**src/rtl/vc_demux3_pkg.sv**
```systemverilog
// Shared constants and helpers for the three-way buffered demultiplexer.
package vc_demux3_pkg;

  // Destination encodings carried on sel.
  localparam logic [1:0] SEL_CH0  = 2'd0;
  localparam logic [1:0] SEL_CH1  = 2'd1;
  localparam logic [1:0] SEL_CH2  = 2'd2;
  localparam logic [1:0] SEL_DROP = 2'd3;

  // Width of the saturating drop counter.
  localparam int unsigned DROP_CNT_W = 8;

  // Saturating increment: holds at all-ones instead of wrapping.
  function automatic logic [DROP_CNT_W-1:0] sat_inc(input logic [DROP_CNT_W-1:0] val);
    logic [DROP_CNT_W-1:0] res;
    res = val;
    if (val != {DROP_CNT_W{1'b1}}) begin
      res = val + 1'b1;
    end
    return res;
  endfunction

endpackage

```
**src/rtl/vc_demux3_entry.sv**
```systemverilog
// One-entry registered buffer with pipelined replace and scrub-on-dequeue.
// The data register returns to zero whenever the entry drains without a refill,
// so a drained channel never exposes the previous payload.
module vc_demux3_entry
  import vc_demux3_pkg::*;
#(
  parameter int unsigned p_nbits = 32
) (
  input  logic               clk,
  input  logic               reset,
  input  logic               enq_val,
  output logic               enq_rdy,
  input  logic [p_nbits-1:0] enq_msg,
  output logic               deq_val,
  input  logic               deq_rdy,
  output logic [p_nbits-1:0] deq_msg
);

  logic               full_q, full_d;
  logic [p_nbits-1:0] msg_q, msg_d;
  logic               do_enq;
  logic               do_deq;

  // Handshake decode; a full entry can still accept if it drains this cycle.
  always_comb begin
    do_deq  = full_q & deq_rdy;
    enq_rdy = ~full_q | deq_rdy;
    do_enq  = enq_val & enq_rdy;
    deq_val = full_q;
    deq_msg = msg_q;
  end

  // Next-state: enqueue wins (refill or replace), plain dequeue scrubs the data.
  always_comb begin
    full_d = full_q;
    msg_d  = msg_q;
    if (do_enq) begin
      full_d = 1'b1;
      msg_d  = enq_msg;
    end else if (do_deq) begin
      full_d = 1'b0;
      msg_d  = '0;
    end
  end

  // State registers, cleared asynchronously.
  always_ff @(posedge clk or negedge reset) begin
    if (!reset) begin
      full_q <= 1'b0;
      msg_q  <= '0;
    end else begin
      full_q <= full_d;
      msg_q  <= msg_d;
    end
  end

endmodule

```
**src/rtl/vc_demux3_buf.sv**
```systemverilog
// Three-way buffered demultiplexer: steers one val/rdy stream to three
// independently stalling channels (or drops it) based on a per-message sel.
// in_rdy depends only on sel and channel state, never on in_val.
module vc_demux3_buf
  import vc_demux3_pkg::*;
#(
  parameter int unsigned p_nbits = 32
) (
  input  logic                  clk,
  input  logic                  reset,
  input  logic                  in_val,
  output logic                  in_rdy,
  input  logic [p_nbits-1:0]    in_msg,
  input  logic [1:0]            sel,
  output logic                  out0_val,
  input  logic                  out0_rdy,
  output logic [p_nbits-1:0]    out0_msg,
  output logic                  out1_val,
  input  logic                  out1_rdy,
  output logic [p_nbits-1:0]    out1_msg,
  output logic                  out2_val,
  input  logic                  out2_rdy,
  output logic [p_nbits-1:0]    out2_msg,
  output logic [DROP_CNT_W-1:0] drop_count
);

  logic                  enq0_val, enq1_val, enq2_val;
  logic                  enq0_rdy, enq1_rdy, enq2_rdy;
  logic                  drop_fire;
  logic [DROP_CNT_W-1:0] drop_cnt_q, drop_cnt_d;

  // Sel decode into per-channel enqueue requests; each entry gates with its own rdy.
  always_comb begin
    enq0_val  = in_val & (sel == SEL_CH0);
    enq1_val  = in_val & (sel == SEL_CH1);
    enq2_val  = in_val & (sel == SEL_CH2);
    drop_fire = in_val & (sel == SEL_DROP);
  end

  // Input ready mux; drops are always accepted.
  always_comb begin
    in_rdy = 1'b1;
    unique case (sel)
      SEL_CH0:  in_rdy = enq0_rdy;
      SEL_CH1:  in_rdy = enq1_rdy;
      SEL_CH2:  in_rdy = enq2_rdy;
      SEL_DROP: in_rdy = 1'b1;
      default:  in_rdy = 1'b1;
    endcase
  end

  // Drop counter next-state, saturating at all-ones.
  always_comb begin
    drop_cnt_d = drop_cnt_q;
    if (drop_fire) begin
      drop_cnt_d = sat_inc(drop_cnt_q);
    end
  end

  // Drop counter register.
  always_ff @(posedge clk or negedge reset) begin
    if (!reset) begin
      drop_cnt_q <= '0;
    end else begin
      drop_cnt_q <= drop_cnt_d;
    end
  end

  assign drop_count = drop_cnt_q;

  vc_demux3_entry #(
    .p_nbits (p_nbits)
  ) u_entry0 (
    .clk     (clk),
    .reset   (reset),
    .enq_val (enq0_val),
    .enq_rdy (enq0_rdy),
    .enq_msg (in_msg),
    .deq_val (out0_val),
    .deq_rdy (out0_rdy),
    .deq_msg (out0_msg)
  );

  vc_demux3_entry #(
    .p_nbits (p_nbits)
  ) u_entry1 (
    .clk     (clk),
    .reset   (reset),
    .enq_val (enq1_val),
    .enq_rdy (enq1_rdy),
    .enq_msg (in_msg),
    .deq_val (out1_val),
    .deq_rdy (out1_rdy),
    .deq_msg (out1_msg)
  );

  vc_demux3_entry #(
    .p_nbits (p_nbits)
  ) u_entry2 (
    .clk     (clk),
    .reset   (reset),
    .enq_val (enq2_val),
    .enq_rdy (enq2_rdy),
    .enq_msg (in_msg),
    .deq_val (out2_val),
    .deq_rdy (out2_rdy),
    .deq_msg (out2_msg)
  );

endmodule

```
**config.mk**
```make
export PLATFORM = sky130hd
export DESIGN_NAME = vc_demux3_buf
export DESIGN_NICKNAME = d
export VERILOG_FILES = /design/src/rtl/vc_demux3_pkg.sv /design/src/rtl/vc_demux3_entry.sv /design/src/rtl/vc_demux3_buf.sv
export SDC_FILE = /design/constraint.sdc
export NUM_CORES = 1
export LEC_CHECK = 0
export BUFFER_PORTS_ARGS = -buffer_cell sky130_fd_sc_hd__buf_2
export CAP_MARGIN = 20
export CORE_UTILIZATION = 44
export DETAILED_ROUTE_END_ITERATION = 10
export PLACE_DENSITY = 0.84
export SYNTH_ARGS = -nofsm -noshare
export SYNTH_HDL_FRONTEND = slang
export SYNTH_SLANG_ARGS = --single-unit
```
**constraint.sdc**
```tcl
create_clock -name clk -period 1.5 [get_ports clk]
set_input_delay 0.15 -clock clk [delete_from_list [all_inputs] [get_ports clk]]
set_output_delay 0.15 -clock clk [all_outputs]
set_load 0.03 [all_outputs]
```
## Yosys cells after proc, flatten, opt, wreduce, memory -nomap -nowiden

Index checks and enable logic that the tools add are counted.

- Bitwise gates (word level): 16
- Muxes and demuxes: 13
- Reductions and logical operators: 5
- $add $sub $neg: 1
- Equal/unequal tests: 4

Operators with widths:

| kind | number |
|---|---|
| $mux 32 | 6 |
| $and 1x1->1 | 10 |
| $add 8x1->8 const B | 1 |
| $ne 8x8->1 const B | 1 |
| $mux 1 | 6 |
| $reduce_bool 2->1 | 3 |
| $eq 2x2->1 const B | 2 |
| $pmux 1 s4 | 1 |
| $not 1->1 | 3 |
| $or 1x1->1 | 3 |
| $eq 2x1->1 const B | 1 |
| $logic_not 2->1 | 1 |
| $reduce_and 2->1 | 1 |

- Register bits: 107
- Word-level logic and storage cells: 46
- Output and inout bits: 108
- Input port bits: 40

## Logic depth before layout (Yosys ltp)

Gate-level depths: netlist of the first run.

- Depth after elaboration: 4
- Gate-level depth with buffers: 5
- Gate-level depth less buffers: 4

## Cells and area by module

Synthesis of the first run repeated with hierarchy kept, for this count alone.

- Cells, all modules: 595
- Area, all modules: 6613.8 um2

Modules (own cells, without submodules):

| module | times used | cells each | area each (um2) | sequential area each (um2) |
|---|---|---|---|---|
| vc_demux3_entry | 3 | 182 | 2049.5 | 825.8 |
| vc_demux3_buf | 1 | 49 | 465.4 | 200.2 |

## Least setup slack after synthesis of the first run

No wires, ideal clock.

- Path kind: register to register
- From: register drop_cnt_q[0] (netlist: drop_count[0])
- To: register drop_cnt_q[1] (netlist: drop_count[1])
- Buffers on the path: 0
- Arrival time: 1579 ps
- Path slack: -204 ps
- Setup time: 125 ps
- Stages on the path, launching flop included: 5
- Data required time: 1375 ps
- Clock period less this slack: 1704 ps
- Path through: dfrtp_1 -> ha_1 -> nand2_1 -> o31ai_1 -> mux2_2

- Word-level cells in the longest chain between the ends: 2
- Elaborated cells between the ends (all ways): 3
- Classes of those cells: 1 x add/sub; 1 x eq/ne; 1 x reduce/logical

Ends and longest elaborated chain:

| item | RTL line | text |
|---|---|---|
| from (decl) | vc_demux3_buf.sv:30 | `logic [DROP_CNT_W-1:0] drop_cnt_q, drop_cnt_d;` |
| from (signal assigned) | vc_demux3_buf.sv:65 | `drop_cnt_q <= drop_cnt_d;` |
| parallel branches: the longest is 2 deep, another holds $add 8x1->8 | - |  |

Several ways; the timed one is not identified.
A chain may end at the register's enable or synchronous reset.

## Final worst setup path of the first run

- From: register drop_cnt_q[1] (netlist: drop_count[1])
- To: register drop_cnt_q[1] (netlist: drop_count[1])

The elaborated chain is that of the path after synthesis.

==> implementation parameters, run 1 <==
Parameter                              Value

Place
  Quantity of I/O buffers inserted on ports    147
  HPWL reported at the end of detailed placement    6706 um
  Final weighted congestion in routability-driven placement    0.7813

Detailed routing
  Wire length after detailed routing    9729 um
  Final antenna-violating net count    0
  Initial drt markers    117
  Number of detailed-route iterations in the first pass    4
  Remaining design rule violation count    0
  Wire per inst    17.53 um
  Number of vias in the routed layout    3060
  Vias/cell    5.514

Logic synthesis
  Number of cells produced by synthesis    280
  Part of the Yosys area used for sequential elements    0.6692
  Number of flops mapped to enable cells by yosys    0
  Cell area after technology mapping    4001 um^2
  Number of unique standard cell types used by synthesis    32
  Mean post-synth cell area    14.29 um^2
  Async set-reset flop share out of synthesis    1.000
  Count of yosys warnings during synthesis    0
  Number of synthesized register bits    107
  Most frequently used flop master after synthesis    sky130_fd_sc_hd__dfrtp_1
  Synthesized Nets    321

Layout
  Share of cells above drive strength 1    0.4430
  Utilization after layout    0.5991
  Final layout net count    483
  Layout-stage area growth over the synthesis result    31.21%
  Antenna Diode Count    0

CTS
  Clock Tree Root    sky130_fd_sc_hd__clkbuf_8
  CTS max path bufs    2
  Clock edge transition at the registers on the reported setup and hold paths    0.11 ns
  H-tree depth reported by CTS    3
  Clock tree sinks    107
  TritonCTS Buffers    9
  CTS tree    built
  Insertion delay to the later sink of the worst-skew pair    0.36 ns

Global route
  Gr ovfl total    0
  Global-route wire length before repair    16000 um
  Number of antenna violations at the first check in global routing    0
  Vias in the first global route    3165
  Maximum number of pins on one net before global-route repair    55
  GRT Resource Usage Total    0.2108

Setup path
  CP startpoint kind    flop
  Arrival @ worst endpoint    1.70 ns
  Class of the most critical setup path    flop to flop
  Critical path peak fanout    4
  Register-to-register setup slack    0.05 ns
  Required time worst endpoint    1.75 ns
  CP Capture Type    flop

Pwr
  Fraction of power consumed by combinational cells    0.315
  Leakage power summed over all cells    2.771 nW
  Clock power frac    0.213
  Sequential power share    0.472
  Power density cells    1488 nW/um^2
  Sw Share    0.3761
  Sw power    2.939 mW
  Peak ir drop on the vdd network    0.6906 mV
  Internal power    4.876 mW

STA
  Max-slew violation count    0
  Top achievable clock speed    0.6895 GHz
  Final setup viols    0
  Fin. Hold Viols    0
  Share of the cycle needed by the critical path after routing    0.9668
  Slew HR    0.7104
  Clk_skew    0.01593 ns
  Final total negative setup slack    0 ns
  Slew at the pin with the worst max-slew slack    0.4343 ns
  Minimum clock period after layout    1.450 ns

Floorplan
  Overall die area    9479 um^2
  # IOs    148
  Effective utilization at floorplan    0.4566
  Die width    97.36 um
  Die Y-Extent    97.36 um
  Placeable core area    8763 um^2
  Number of rows created at floorplan    34

Outcome
  Outcome    finished clean

Hold path
  Tightest Hold Check Type    input port to flop

Flow run
  Reported max-cap violation count    0
==> worst max-delay path, cell delays in order (launching register included) <==
cell	delay (ns)
sky130_fd_sc_hd__dfrtp_2	0.41
sky130_fd_sc_hd__ha_1	0.19
sky130_fd_sc_hd__nand2_1	0.11
sky130_fd_sc_hd__o31ai_4	0.26
sky130_fd_sc_hd__mux2_2	0.37
==> power by group through the flow <==
stage / Clock (mW) / Combinational, mW / Sequential (mW)
global placement: 0 / 2.37 / 3.71
global route: 1.83 / 2.61 / 3.75
floorplan: 0 / 0.632 / 4.64
detailed placement: 0 / 2.44 / 3.73
finish: 1.66 / 2.46 / 3.69
CTS: 1.70 / 2.43 / 3.69
==> area by class of cell <==
cell class	instances	area [um^2]
inverter	4	15.01
sequential	107	2681
multi-input combinational	149	1225
clock inverter	6	48.80
fill	732	3513
tap	108	135.1
clock buffer	10	137.6
timing repair buffer	171	1007
==> what timing repair did <==
action / CTS / global route
gates cloned: 0 / 0
endpoints found under the setup margin: 18 / 17
resized for setup: 2 / 5
pin swaps: 1 / 1
hold buffers: 2 / 0
endpoints found under the hold margin: 108 / 0
buffers inserted: 0 / 5
==> metal layers <==
metal / track usage / wire length (um) / up-vias
met3: 0.05324 / 569 / 12
met1: 0.2932 / 4426 / 1536
met4: 0.06448 / 99 / 0
li1: - / - / 1391
met2: 0.3276 / 4633 / 121
met5: 0 / 0 / -
==> synth_stat cells, types with 3 or more instances <==
library cell	count	share of area
sky130_fd_sc_hd__a22o_1	96	0.21
sky130_fd_sc_hd__buf_1	3	0.0028
sky130_fd_sc_hd__buf_2	8	0.010
sky130_fd_sc_hd__buf_4	3	0.0056
sky130_fd_sc_hd__buf_6	3	0.0084
sky130_fd_sc_hd__clkbuf_1	3	0.0028
sky130_fd_sc_hd__dfrtp_1	107	0.67
sky130_fd_sc_hd__inv_1	4	0.0038
sky130_fd_sc_hd__mux2_2	4	0.011
sky130_fd_sc_hd__nand2_1	8	0.0075
sky130_fd_sc_hd__nand3_1	5	0.0063
sky130_fd_sc_hd__nand3b_1	3	0.0056
sky130_fd_sc_hd__nor3_1	3	0.0038
sky130_fd_sc_hd__o21ai_0	6	0.0075
==> stage by stage <==
step / setup WS [ns] / cell area (um^2) / total power, mW / cells / hold WS (ns)
global route: -0.006725 / 5250 / 8.184 / 555 / 0.004446
floorplan: -0.03631 / 4009 / 5.272 / 280 / -0.1456
detailed placement: -0.07470 / 5005 / 6.165 / 535 / -0.03676
CTS: 0.01631 / 5211 / 7.819 / 552 / 0.01573
finish: 0.04978 / 5250 / 7.815 / 555 / 0.02920
global placement: -0.03852 / 5005 / 6.083 / 535 / -0.03777
==> state kept, by name, summed over array words and instances, names as in the netlist <==
name and flops:
u_entry2.deq_msg 32, u_entry0.deq_msg 32, drop_count 8, u_entry2.deq_val 1
u_entry0.deq_val 1, u_entry1.deq_val 1, u_entry1.deq_msg 32
==> worst paths after layout <==
check,cells after the start,from,endpoint
worst min register to register,1,u_entry0.deq_msg[23],u_entry0.deq_msg[23]
worst max-delay path,4,drop_count[1],drop_count[1]
max in group asynchronous,3,reset,drop_count[0]
worst max register to register,4,drop_count[1],drop_count[1]
worst min-delay path,2,in_msg[24],u_entry0.deq_msg[24]
min in group asynchronous,2,reset,u_entry2.deq_msg[19]
==> layout by cell type (no fill, tap or decap), types with 2 or more instances in the layout <==
cell,count
sky130_fd_sc_hd__a22o_1,96
sky130_fd_sc_hd__and2_1,2
sky130_fd_sc_hd__and3_1,2
sky130_fd_sc_hd__buf_12,6
sky130_fd_sc_hd__buf_2,144
sky130_fd_sc_hd__buf_4,18
sky130_fd_sc_hd__clkbuf_8,10
sky130_fd_sc_hd__clkinvlp_4,2
sky130_fd_sc_hd__dfrtp_1,104
sky130_fd_sc_hd__dfrtp_2,3
sky130_fd_sc_hd__dlygate4sd3_1,2
sky130_fd_sc_hd__inv_1,4
sky130_fd_sc_hd__mux2_2,4
sky130_fd_sc_hd__mux2i_1,2
sky130_fd_sc_hd__nand2_1,8
sky130_fd_sc_hd__nand2b_1,2
sky130_fd_sc_hd__nand3_1,5
sky130_fd_sc_hd__nand3b_1,3
sky130_fd_sc_hd__nor3_1,3
sky130_fd_sc_hd__o21ai_0,3
sky130_fd_sc_hd__o21ai_1,3
==> cell families (layout without fill, tap and decap cells) <==
| family | Yosys count | in the layout | synth area share |
|---|---|---|---|
| AO/OA/AOI/OAI | 110 | 110 | 0.2333 |
| flip-flops | 107 | 107 | 0.6692 |
| AND/OR/NAND/NOR | 31 | 31 | 0.04252 |
| buffers and inverters | 24 | 191 | 0.03346 |
| multiplexers | 6 | 6 | 0.01626 |
| adder cells (fa/ha/maj) | 1 | 1 | 0.003126 |
| XOR/XNOR | 1 | 1 | 0.002189 |
Power figures use the tool's default switching activity.
==> run 2: changes to the inputs <==
Settings changed: CORE_UTILIZATION 44 to 46, CTS_BUF_LIST set to sky130_fd_sc_hd__clkbuf_8, PLACE_DENSITY 0.84 to 0.87.
==> run 2 against run 1 <==
  * Power up 1.6%
  * Routed wire length up 2.5%
  * Worst hold slack worse by 0.00092 ns
  * Clock-buffer cell count did not move
  * Worst setup slack got worse by 0.045 ns
  * Clock skew down 0.0077 ns
  * Maximum frequency decreased by 3.0%
  * Global-route usage up 2.2 points
  * Clock power grew 10%
  * Cell area is 0.79% lower
  * Final cell count fell by 1.3%
  * Via count grew 1.1%
  * Largest cell class unchanged
==> implementation parameters, run 2 (synthesized netlist as in run 1, its figures left out) <==
Parameter                              Value

Setup path
  CP dominant cell by count    sky130_fd_sc_hd__o21ai_1
  Buffers and inverters on the worst path    2 (+2)
  Arrival @ worst endpoint    1.34 ns (-0.36 ns)
  Largest delay contributor family on the critical path    flip-flops
  CP cell instances    buf_6, nand3b_1, o21ai_1, o21ai_1, buf_4
  Largest stage delay on the critical path    0.41 ns (about the same)
  CP startpoint kind    flop
  Class of the most critical setup path    flop to primary output
  CP Capture Type    primary output
  Critical path peak fanout    3 (-1)
  Required time worst endpoint    1.35 ns (-0.40 ns)
  Standard cell with the maximum stage delay on the critical path    sky130_fd_sc_hd__dfrtp_1

Detailed routing
  Number of vias in the routed layout    3094 (+1.1%)
  Vias/cell    5.646 (+2.4%)
  Wire per inst    18.20 um (+3.8%)
  Number of detailed-route iterations in the first pass    4 (unchanged)
  Wire length after detailed routing    9973 um (+2.5%)
  Final antenna-violating net count    0 (unchanged)
  Initial drt markers    131 (+12%)
  Remaining design rule violation count    0 (unchanged)

Place
  Setup Slack @ Placement    -0.07063 ns (+0.004064 ns)
  HPWL reported at the end of detailed placement    6827 um (+1.8%)
  Final weighted congestion in routability-driven placement    0.7829 (+0.20%)
  Post-place instance area    4961 um^2 (-0.87%)
  Placed cell count    530 (-0.93%)
  Quantity of I/O buffers inserted on ports    147 (unchanged)

Pwr
  Clock power frac    0.231 (+0.018)
  Power density cells    1525 nW/um^2 (+2.4%)
  Sw Share    0.3690 (-0.007077)
  Design Power    7.942 mW (+1.6%)
  Internal power    5.012 mW (+2.8%)
  Leakage power summed over all cells    2.762 nW (-0.32%)
  Peak ir drop on the vdd network    0.7710 mV (+12%)
  Sequential power share    0.463 (-0.009)
  Sw power    2.931 mW (-0.28%)
  Fraction of power consumed by combinational cells    0.306 (-0.009)

Floorplan
  Die width    95.27 um (-2.2%)
  Die Y-Extent    95.27 um (-2.2%)
  Number of rows created at floorplan    33 (-2.9%)
  Placeable core area    8299 um^2 (-5.3%)
  Effective utilization at floorplan    0.4821 (+0.02554)
  # IOs    148 (unchanged)
  Overall die area    9075 um^2 (-4.3%)

Layout
  Final instance count without filler cells    548 (-1.3%)
  Filler cells    631 (-14%)
  Antenna Diode Count    0 (unchanged)
  Post-Layout Inst Area    5209 um^2 (-0.79%)
  Most common cell after layout, fill and taps aside    sky130_fd_sc_hd__buf_2
  Layout-stage area growth over the synthesis result    30.18%
  Utilization after layout    0.6276 (+0.02853)
  Final layout net count    479 (-0.83%)
  Commonest non-fill, non-tap cells in the layout    sky130_fd_sc_hd__buf_2, sky130_fd_sc_hd__dfrtp_1, sky130_fd_sc_hd__a22o_1
  Share of cells above drive strength 1    0.4402 (-0.002772)

STA
  Final total negative setup slack    0 ns (unchanged)
  Clk_skew    0.008256 ns (-0.007676 ns)
  Share of the cycle needed by the critical path after routing    0.9967 (+0.02984)
  RSZ-0062 raised after global routing    true
  Hold Worst Slack    0.02828 ns (-0.0009158 ns)
  Slew HR    0.6361 (-0.07436)
  Top achievable clock speed    0.6689 GHz (-3.0%)
  Minimum clock period after layout    1.495 ns (+0.04476 ns)
  Slew at the pin with the worst max-slew slack    0.5459 ns (+0.1115 ns)
  Fin. Hold Viols    0 (unchanged)
  Final setup viols    0 (unchanged)
  Final Worst Setup Slack    0.005012 ns (-0.04476 ns)
  Max-slew violation count    0 (unchanged)

Global route
  GRT Resource Usage Total    0.2328 (+0.02198)
  Vias in the first global route    2965 (-6.3%)
  Number of antenna violations at the first check in global routing    0 (unchanged)
  Maximum number of pins on one net before global-route repair    108 (+96%)
  Global-route wire length before repair    15680 um (-2.0%)
  Gr ovfl total    0 (unchanged)

CTS
  Clock Tree Root    sky130_fd_sc_hd__clkbuf_8
  TritonCTS Buffers    9 (unchanged)
  Insertion delay to the later sink of the worst-skew pair    0.36 ns (about the same)
  CTS tree    built
  H-tree depth reported by CTS    3 (unchanged)
  Clock tree sinks    107 (unchanged)
  Clock edge transition at the registers on the reported setup and hold paths    0.11 ns (about the same)
  CTS max path bufs    2 (unchanged)

Outcome
  Outcome    finished clean

Hold path
  Tightest Hold Check Type    input port to flop

Flow run
  Reported max-cap violation count    0 (unchanged)
[run 2: changes by cell type in the layout (fill, tap and decap cells not counted), sizes merged]
cell / change
buf: -3
clkinvlp: -2
bufinv: +1
dlygate4sd3: -1
inv: +1
[run 2: what timing repair did]
item                                   4_1_cts  5_1_grt
resized for setup                            2        4
endpoints found under the hold margin      107        0
hold buffers                                 1        0
pin swaps                                    1        1
buffers inserted                             0        1
setup endpoints to repair                   19        2
[run 2: area by class of cell]
cell class | count | area, um^2 | area share
sequential | 107 | 2680 | 0.5145
multi-input combinational | 149 | 1227 | 0.2356
clock inverter | 6 | 70.07 | 0.01345
inverter | 4 | 15.01 | 0.002883
timing repair buffer | 167 | 947.2 | 0.1818
tap | 105 | 131.4 | 0.02522
clock buffer | 10 | 137.6 | 0.02642
[run 2: path summary, 6_finish.rpt]
kind / cells after the start / slack, ns / endpoint / startpoint
max: 5 / 0.005 / in_rdy / u_entry2.deq_val
min: 2 / 0.03 / u_entry1.deq_msg[17] / in_msg[17]
min reg2reg: 1 / 0.50 / u_entry2.deq_msg[28] / u_entry2.deq_msg[28]
max reg2reg: 4 / 0.05 / u_entry2.deq_msg[11] / u_entry2.deq_val
min in group asynchronous: 3 / 0.40 / drop_count[5] / reset
max in group asynchronous: 3 / 0.69 / drop_count[0] / reset
[run 2: power groups by stage]
stage / logic, mW / registers (mW) / clock network [mW]
detailed placement: 2.43 / 3.72 / 0
floorplan: 0.632 / 4.64 / 0
CTS: 2.43 / 3.68 / 1.87
finish: 2.43 / 3.68 / 1.83
global placement: 2.36 / 3.70 / 0
global route: 2.59 / 3.74 / 1.98
[run 2: metal layers]
metal | wire (um) | GRT usage | vias up
met5 | 0 | 0 | -
met4 | 131 | 0.08333 | 0
met3 | 635 | 0.05821 | 11
met2 | 4755 | 0.3673 | 120
met1 | 4451 | 0.3124 | 1573
li1 | - | - | 1390
